**src/rtl/event_counter_bank_pkg.sv**
```systemverilog
// Shared types and helpers for the event counter bank.
// Optional feature macro: EVENT_COUNTER_BANK_OVF_EN (overflow flags / irq).
package event_counter_bank_pkg;

    localparam int CH_MAX    = 64;
    localparam int WIDTH_MAX = 32;

    typedef enum logic {
        IDLE   = 1'b0,
        STREAM = 1'b1
    } state_e;

    // Channel index width; a single-channel bank still needs one bit.
    function automatic int chw(input int n);
        return (n <= 2) ? 1 : $clog2(n);
    endfunction

endpackage

```
**src/rtl/event_counter_channel.sv**
```systemverilog
// One event channel: input sampling, rising-edge detect, wrap/saturate
// counter and (with EVENT_COUNTER_BANK_OVF_EN) a sticky overflow flag.
module event_counter_channel #(
    parameter int WIDTH = 8
) (
    input  logic             clk,
    input  logic             rstn,
    input  logic             evt_i,
    input  logic             en_i,
    input  logic             sat_i,
    input  logic             clr_i,
    input  logic             snap_clr_acc_i,
    output logic [WIDTH-1:0] cnt_o
`ifdef EVENT_COUNTER_BANK_OVF_EN
    ,
    output logic             ovf_o
`endif
);

    localparam logic [WIDTH-1:0] CNT_MAX = '1;
    localparam logic [WIDTH-1:0] CNT_ONE = {{(WIDTH-1){1'b0}}, 1'b1};

    logic             evt_q, evt_d;
    logic [WIDTH-1:0] cnt_q, cnt_d;
    logic             rise;
    logic             at_max;

    // Next count: clear beats snapshot-clear beats increment; an event on the
    // snapshot-clear cycle seeds the fresh count so it is never lost.
    always_comb begin
        evt_d  = evt_i;
        rise   = evt_i & ~evt_q & en_i;
        at_max = (cnt_q == CNT_MAX);
        cnt_d  = cnt_q;
        if (clr_i) begin
            cnt_d = '0;
        end else if (snap_clr_acc_i) begin
            cnt_d = {{(WIDTH-1){1'b0}}, rise};
        end else if (rise) begin
            if (!at_max)     cnt_d = cnt_q + CNT_ONE;
            else if (!sat_i) cnt_d = '0;
        end
    end

    // Counter and edge-detect state.
    always_ff @(posedge clk) begin
        if (!rstn) begin
            evt_q <= 1'b0;
            cnt_q <= '0;
        end else begin
            evt_q <= evt_d;
            cnt_q <= cnt_d;
        end
    end

    assign cnt_o = cnt_q;

`ifdef EVENT_COUNTER_BANK_OVF_EN
    logic ovf_q, ovf_d;

    // Sticky overflow: a new overflow wins over a same-cycle clear.
    always_comb begin
        ovf_d = (ovf_q & ~(clr_i | snap_clr_acc_i)) | (rise & at_max);
    end

    // Overflow flag register.
    always_ff @(posedge clk) begin
        if (!rstn) ovf_q <= 1'b0;
        else       ovf_q <= ovf_d;
    end

    assign ovf_o = ovf_q;
`endif

endmodule

```
**src/rtl/event_counter_bank.sv**
```systemverilog
// Multi-channel synchronous event counter bank with snapshot shadow
// registers and a valid/ready readout stream, one channel per handshake.
// Optional feature macro: EVENT_COUNTER_BANK_OVF_EN adds ovf_o / irq_o.
module event_counter_bank
    import event_counter_bank_pkg::*;
#(
    parameter int CH    = 8,
    parameter int WIDTH = 8
) (
    input  logic                  clk,
    input  logic                  rstn,
    input  logic [CH-1:0]         evt_i,
    input  logic [CH-1:0]         en_i,
    input  logic                  sat_i,
    input  logic                  clr_i,
    input  logic                  snap_i,
    input  logic                  snap_clr_i,
    output logic                  busy_o,
    output logic                  rd_valid_o,
    input  logic                  rd_ready_i,
    output logic [WIDTH-1:0]      rd_data_o,
    output logic [chw(CH)-1:0]    rd_chan_o,
    output logic                  rd_last_o
`ifdef EVENT_COUNTER_BANK_OVF_EN
    ,
    output logic [CH-1:0]         ovf_o,
    output logic                  irq_o
`endif
);

    localparam int             CHW      = chw(CH);
    localparam logic [CHW-1:0] LAST_IDX = CHW'(CH - 1);
    localparam logic [CHW-1:0] IDX_ONE  = CHW'(1);

    logic [CH-1:0][WIDTH-1:0] cnt;
    logic [CH-1:0][WIDTH-1:0] shadow_q, shadow_d;
    state_e                   state_q, state_d;
    logic [CHW-1:0]           idx_q, idx_d, idx_nxt;
    logic [WIDTH-1:0]         rd_data_q, rd_data_d;
    logic                     rd_last_q, rd_last_d;
    logic                     snap_acc;
    logic                     snap_clr_acc;

    // A snapshot is only taken from IDLE; requests mid-stream are dropped.
    assign snap_acc     = snap_i & (state_q == IDLE);
    assign snap_clr_acc = snap_acc & snap_clr_i;

    for (genvar c = 0; c < CH; c++) begin : g_ch
        event_counter_channel #(.WIDTH(WIDTH)) u_ch (
            .clk            (clk),
            .rstn           (rstn),
            .evt_i          (evt_i[c]),
            .en_i           (en_i[c]),
            .sat_i          (sat_i),
            .clr_i          (clr_i),
            .snap_clr_acc_i (snap_clr_acc),
            .cnt_o          (cnt[c])
`ifdef EVENT_COUNTER_BANK_OVF_EN
            ,
            .ovf_o          (ovf_o[c])
`endif
        );
    end

`ifdef EVENT_COUNTER_BANK_OVF_EN
    assign irq_o = |ovf_o;
`endif

    // Readout FSM next state. Output data is precomputed here and registered,
    // so rd_ready_i only reaches flop inputs.
    always_comb begin
        state_d   = state_q;
        idx_d     = idx_q;
        shadow_d  = shadow_q;
        rd_data_d = rd_data_q;
        rd_last_d = rd_last_q;
        idx_nxt   = idx_q + IDX_ONE;
        unique case (state_q)
            IDLE: begin
                if (snap_i) begin
                    shadow_d  = cnt;
                    state_d   = STREAM;
                    idx_d     = '0;
                    rd_data_d = cnt[0];
                    rd_last_d = (CH == 1);
                end
            end
            STREAM: begin
                if (rd_ready_i) begin
                    if (rd_last_q) begin
                        state_d   = IDLE;
                        idx_d     = '0;
                        rd_data_d = '0;
                        rd_last_d = 1'b0;
                    end else begin
                        idx_d     = idx_nxt;
                        rd_data_d = shadow_q[idx_nxt];
                        rd_last_d = (idx_nxt == LAST_IDX);
                    end
                end
            end
            default: state_d = IDLE;
        endcase
    end

    // FSM, shadow and readout registers; reset may land mid-stream.
    always_ff @(posedge clk) begin
        if (!rstn) begin
            state_q   <= IDLE;
            idx_q     <= '0;
            shadow_q  <= '0;
            rd_data_q <= '0;
            rd_last_q <= 1'b0;
        end else begin
            state_q   <= state_d;
            idx_q     <= idx_d;
            shadow_q  <= shadow_d;
            rd_data_q <= rd_data_d;
            rd_last_q <= rd_last_d;
        end
    end

    assign busy_o     = (state_q == STREAM);
    assign rd_valid_o = (state_q == STREAM);
    assign rd_data_o  = rd_data_q;
    assign rd_chan_o  = idx_q;
    assign rd_last_o  = rd_last_q;

endmodule

```
**config.mk**
```make
export PLATFORM = sky130hd
export DESIGN_NAME = event_counter_bank
export DESIGN_NICKNAME = d
export VERILOG_FILES = /design/src/rtl/event_counter_bank_pkg.sv /design/src/rtl/event_counter_channel.sv /design/src/rtl/event_counter_bank.sv
export SDC_FILE = /design/constraint.sdc
export NUM_CORES = 1
export LEC_CHECK = 0
export BUFFER_PORTS_ARGS = -buffer_cell sky130_fd_sc_hd__buf_2
export CAP_MARGIN = 20
export CORE_MARGIN = 4
export CORE_UTILIZATION = 30
export CTS_BUF_LIST = sky130_fd_sc_hd__clkbuf_2 sky130_fd_sc_hd__clkbuf_4 sky130_fd_sc_hd__clkbuf_8
export DETAILED_ROUTE_END_ITERATION = 12
export GPL_ROUTABILITY_DRIVEN = 0
export PLACE_DENSITY = 0.42
export SLEW_MARGIN = 0
export SYNTH_ARGS = -nofsm -noshare
export SYNTH_HDL_FRONTEND = slang
export SYNTH_SLANG_ARGS = --single-unit
```
**constraint.sdc**
```tcl
create_clock -name clk -period 2.1 [get_ports clk]
set_input_delay 0.21 -clock clk [delete_from_list [all_inputs] [get_ports clk]]
set_output_delay 0.21 -clock clk [all_outputs]
set_load 0.01 [all_outputs]
```
# ---- Word level (Yosys, flattened, before mapping)
# Cells that the tools add are included.
dict set report word_totals {
  regBits 149
  input_bits 23
  output_inout_bits 14
  wordCells 172
}
dict set report op_classes {
  n_addsub 9
  n_lt_le_gt_ge 1
  n_eq_ne 27
  mux 43
  bitwise_logic 28
  n_reduce_logical 28
}
# op count
set ops {}
lappend ops {{$mux W8} 13}
lappend ops {{$add A8 B1 Y8 const B} 8}
lappend ops {{$eq A8 B8 Y1 const B} 8}
lappend ops {{$reduce_and A2 Y1} 18}
lappend ops {{$bmux W8 S3} 1}
lappend ops {{$mux W1} 22}
lappend ops {{$ne A3 B3 Y1 const B} 7}
lappend ops {{$ne A2 B2 Y1 const B} 10}
lappend ops {{$and A1 B1 Y1} 18}
lappend ops {{$pmux W8 S2} 1}
lappend ops {{$reduce_bool A2 Y1} 8}
lappend ops {{$not A1 Y1} 10}
lappend ops {{$mux W3} 3}
lappend ops {{$pmux W3 S2} 1}
lappend ops {{$lt A3 B4 Y1 const B} 1}
lappend ops {{$pmux W1 S2} 2}
lappend ops {{$add A3 B1 Y3 const B} 1}
lappend ops {{$eq A3 B3 Y1 const B} 1}
lappend ops {{$ne A3 B2 Y1 const B} 1}
lappend ops {{$reduce_or A3 Y1} 1}
lappend ops {{$reduce_or A2 Y1} 1}

# ---- Logic depth before layout (Yosys ltp)
dict set report depth {
  ltp_word 6
  depth_mapped 9
  depth_no_buf 5
}

# ---- By module
# Synthesis repeated with hierarchy kept, for this count alone.
dict set report hier_totals {
  cells_unflattened 799
  hier_area_um2 7159.4
}
# mod instances cells_per_inst area_per_inst_um2 seq_area_each_um2
set by_module_without_submodules {}
lappend by_module_without_submodules {event_counter_channel 8 52 460.4 180.2}
lappend by_module_without_submodules {event_counter_bank 1 383 3475.8 1541.5}

# ---- Least setup slack after synthesis
# OpenSTA, ideal clock, no wires.
dict set report synth_path {
  kind {register to register}
  from {reg idx_q[0] (netlist: rd_chan_o[0])}
  to {reg rd_data_q[6] (netlist: rd_data_o[6])}
  setup_ps 122
  t_arrival_ps 2205
  required_time_ps 1978
  setup_slack_ps -227
  path_stages_with_launch 10
  path_buffers 4
  synth_period_minus_slack_ps 2327
  path_cell_list {dfxtp_1 buf_2 buf_4 inv_1 ha_1 buf_2 buf_2 mux4_2 a22oi_1 a21oi_1}
}
dict set report synth_between {
  elab_chain_len 6
}
# element line
set synth_rtl {}
lappend synth_rtl {{from (decl)} event_counter_bank.sv:38} ;# logic [CHW-1:0] idx_q, idx_d, idx_nxt;
lappend synth_rtl {{from (signal assigned)} event_counter_bank.sv:116} ;# idx_q <= idx_d;
lappend synth_rtl {{$add A3 B1 Y3} event_counter_bank.sv:77} ;# idx_nxt = idx_q + IDX_ONE;
lappend synth_rtl {{$bmux W8 S3} event_counter_bank.sv:97} ;# rd_data_d = shadow_q[idx_nxt];
lappend synth_rtl {{$mux W8 (implied by the code)} event_counter_bank.sv:97}
lappend synth_rtl {{$mux W8} event_counter_bank.sv:90} ;# if (rd_last_q) begin
lappend synth_rtl {{$mux W8} event_counter_bank.sv:89} ;# if (rd_ready_i) begin
lappend synth_rtl {{$pmux W8 S2} event_counter_bank.sv:78} ;# unique case (state_q)
lappend synth_rtl {{to (signal assigned)} event_counter_bank.sv:118} ;# rd_data_q <= rd_data_d;
lappend synth_rtl {{to (decl)} event_counter_bank.sv:39} ;# logic [WIDTH-1:0] rd_data_q, rd_data_d;
# No other way between the ends. The select of a mux whose other input is x is not followed.
# A chain may end at the register's enable or synchronous reset.

# ---- Worst setup path in the final report
dict set report layout_path {
  from {reg idx_q[0] (netlist: rd_chan_o[0])}
  to {reg rd_data_q[5] (netlist: rd_data_o[5])}
}
# The elaborated chain is that of the path after synthesis.

==> impl_metrics.yaml <==
run_status:
  outcome: "complete, no violations"
synthesis:
  netlist_instances: 809
  synth_top_area_share: 0.420
  synth-seq-area-share: 0.420
  synth_warnings: 0
  yosysTopAreaCell: "dfxtp_1"
  ys_ff_latch: 149
  synth.most_common_cell: "nand2_1"
  synth_async_sr_flop_share: 0
  synth.cell_area_mm2: 0.00710
  synth.distinct_cells: 56
  syn_area_per_cell_um2: 8.78
  synth_ff_type: "dfxtp_1"
  synth_nets: 842
  synth_common_cells: "155 x nand2_1, 149 x dfxtp_1, 64 x a21boi_0"
  synthTopCellsByArea: "dfxtp_1 42%, nand2_1 8.2%, a21boi_0 6.8%"
  synth-edff-count: 0
worst_setup_path:
  cp_top_family: "simple AND/OR/NAND/NOR gates"
  critPathKind: "flop to flop"
  crit_arrival_ns: 2.32
  cp-end-kind: "flop"
  cp_cell_sequence: "buf_4 > ha_1 > xor2_1 > and3b_2 > a22oi_1 > a21oi_1"
  cp-start-kind: "flop"
  r2r_slack_ns: 0.15
  crit_slowest_cell: "and3b_2"
  path_max_fanout: 20
  required_ns: 2.47
  critPathBufInv: 1
  worst_path_largest_cell_delay_ns: 0.37
clocking:
  cts_tree: "yes"
  cts.sinks: 149
  clk_latency_ns: 0.45
  cts_made_buffers: 17
  max-clock-path-buffers: 2
  htreeDepth: 4
  path_clk_slew_ns: 0.09
  cts-root-buf: "clkbuf_8"
layout:
  antenna_cells: 0
  area_growth_pct: 14.8
  final_cells: 1178
  layout-drive-gt1-share: 0.143
  finalNetCount: 879
routing:
  first_iter_violations: 386
  wl_met2_um: 9570
  antenna_left: 0
  drt_pass1_iterations: 5
  wl_met1_um: 10500
  wl_per_cell_um: 17.8
  drc_errors: 0
  viasPerCell: 5.21
  vias: 6136
  met3_length_um: 739
  dr.max_layer_used: "met4"
  routed_wl_um: 21000
placed_design:
  io_buffers: 36
  dp_slack_ns: 0.144
  placed_cells: 1137
  dp_hpwl_um: 15000
sta:
  period_needed_ns: 1.95
  slew_viol_final: 0
  fin_ws_ns: 0.149
  worst_pin_slew_ns: 0.681
  max-slew-margin-rel: 0.534
  period_share: 0.929
  clock_skew_ns: 0.0157
  max_freq_mhz: 512
  setup_viol: 0
  finalHoldViolCount: 0
pwr:
  power.leakage_uw: 0.00264
  powerDensity_mw_per_mm2: 698
  ir_drop_mv: 0.361
grt:
  grt_overflow: 0
  grt_pass1_vias: 5815
  grt_max_degree: 44
  track_usage: 0.163
  antenna_found_initial: 0
  grt_pass1_wl_um: 33500
floorplanning:
  ios: 37
  die_area_mm2: 0.0262
  core_area_mm2: 0.0234
  initial_core_util: 0.304
  die_x_um: 162
  rows: 56
  die_h_um: 162
run:
  maxCapViolations: 0
hold_path:
  hold_path.class: "input port to flop"
power breakdown:
group / internal, uW / switching [uW] / leakage, uW
Clock: 1220 / 1180 / 0.000202
Combinational: 149 / 273 / 0.00123
Sequential: 2850 / 23.2 / 0.00120
tightest hold or removal path: stages:
cell and delay [ns]:
buf_2 0.08, nor2b_1 0.08, nand4_1 0.11, o31ai_1 0.06
placed cells by master, fill, tap and decap left out, types with 9 or more instances in the layout:
master / instances
clkbuf_8: 18
a21boi_0: 64
nand3b_1: 17
nand2_1: 155
buf_4: 19
a21oi_1: 59
and2_1: 12
and3_1: 9
nor2_1: 19
or3_1: 21
buf_2: 36
mux4_2: 16
or4_1: 10
and3b_1: 9
ha_1: 10
nand3_1: 33
o31ai_1: 19
dlygate4sd3_1: 9
dfxtp_1: 148
nand4_1: 11
o21ai_0: 40
per-layer routing:
metal | global-route usage | up-vias
li1 | - | 3017
met1 | 0.233 | 3010
met2 | 0.255 | 99
met3 | 0.0340 | 10
met4 | 0.0338 | 0
met5 | 0 | -
flip-flops by register name, summed over array words and instances, names as in the netlist:
name / count
rd_chan_o: 3
rd_last_o: 1
g_ch.u_ch.cnt_o: 64
g_ch.u_ch.evt_q: 8
rd_data_o: 8
busy_o: 1
shadow_q: 64
what timing repair did:
item                                    CTS  global route
resized for setup                         0             2
setup buffers                             0             0
endpoints found under the setup margin    0             8
hold buffers                              9             0
endpoints found under the hold margin     9             0
through the flow:
| stage | instance area, um^2 | hold WS (ns) | util | total power [uW] | TNS, ns |
|---|---|---|---|---|---|
| finish | 8160 | 0.139 | 0.348 | 5690 | 0 |
| global route | 8160 | 0.127 | 0.348 | 5940 | -0.0151 |
| CTS | 8150 | 0.108 | 0.348 | 5780 | 0 |
| detailed placement | 7640 | 0.433 | 0.326 | 3350 | 0 |
| global placement | 7640 | 0.432 | 0.326 | 3350 | 0 |
| floorplan | 7120 | 0.321 | - | 3190 | 0 |
final timing paths:
kind | end | cells past startpoint | startpoint
worst max-delay path | rd_data_o[5] | 6 | rd_chan_o[0]
worst min-delay path | g_ch[6].u_ch.cnt_o[0] | 4 | clr_i
worst max register to register | rd_data_o[5] | 6 | rd_chan_o[0]
worst min register to register | shadow_q[49] | 2 | shadow_q[49]
layout make-up:
| type | count | area (um^2) |
|---|---|---|
| fillers | 2477 | 15200 |
| multi-input cells | 604 | 3880 |
| flip-flops and latches | 149 | 2980 |
| repair buffers | 65 | 433 |
| well taps | 319 | 399 |
| clock buffers | 18 | 248 |
| clock inverters | 14 | 174 |
| inverters | 9 | 33.8 |
logic make-up (layout without fill, tap and decap cells):
kind of cell | count (synthesis) | in the layout | share of synthesized area
and+or+nand+nor | 338 | 338 | 0.246
AOI/OAI and AO/OA | 223 | 223 | 0.207
DFF | 149 | 149 | 0.420
buffers and inverters | 56 | 106 | 0.0363
muxes | 24 | 24 | 0.0622
adders and majority gates | 10 | 10 | 0.0176
xor gates and xnor gates | 9 | 9 | 0.0111
(Power assumes the default switching activity.)
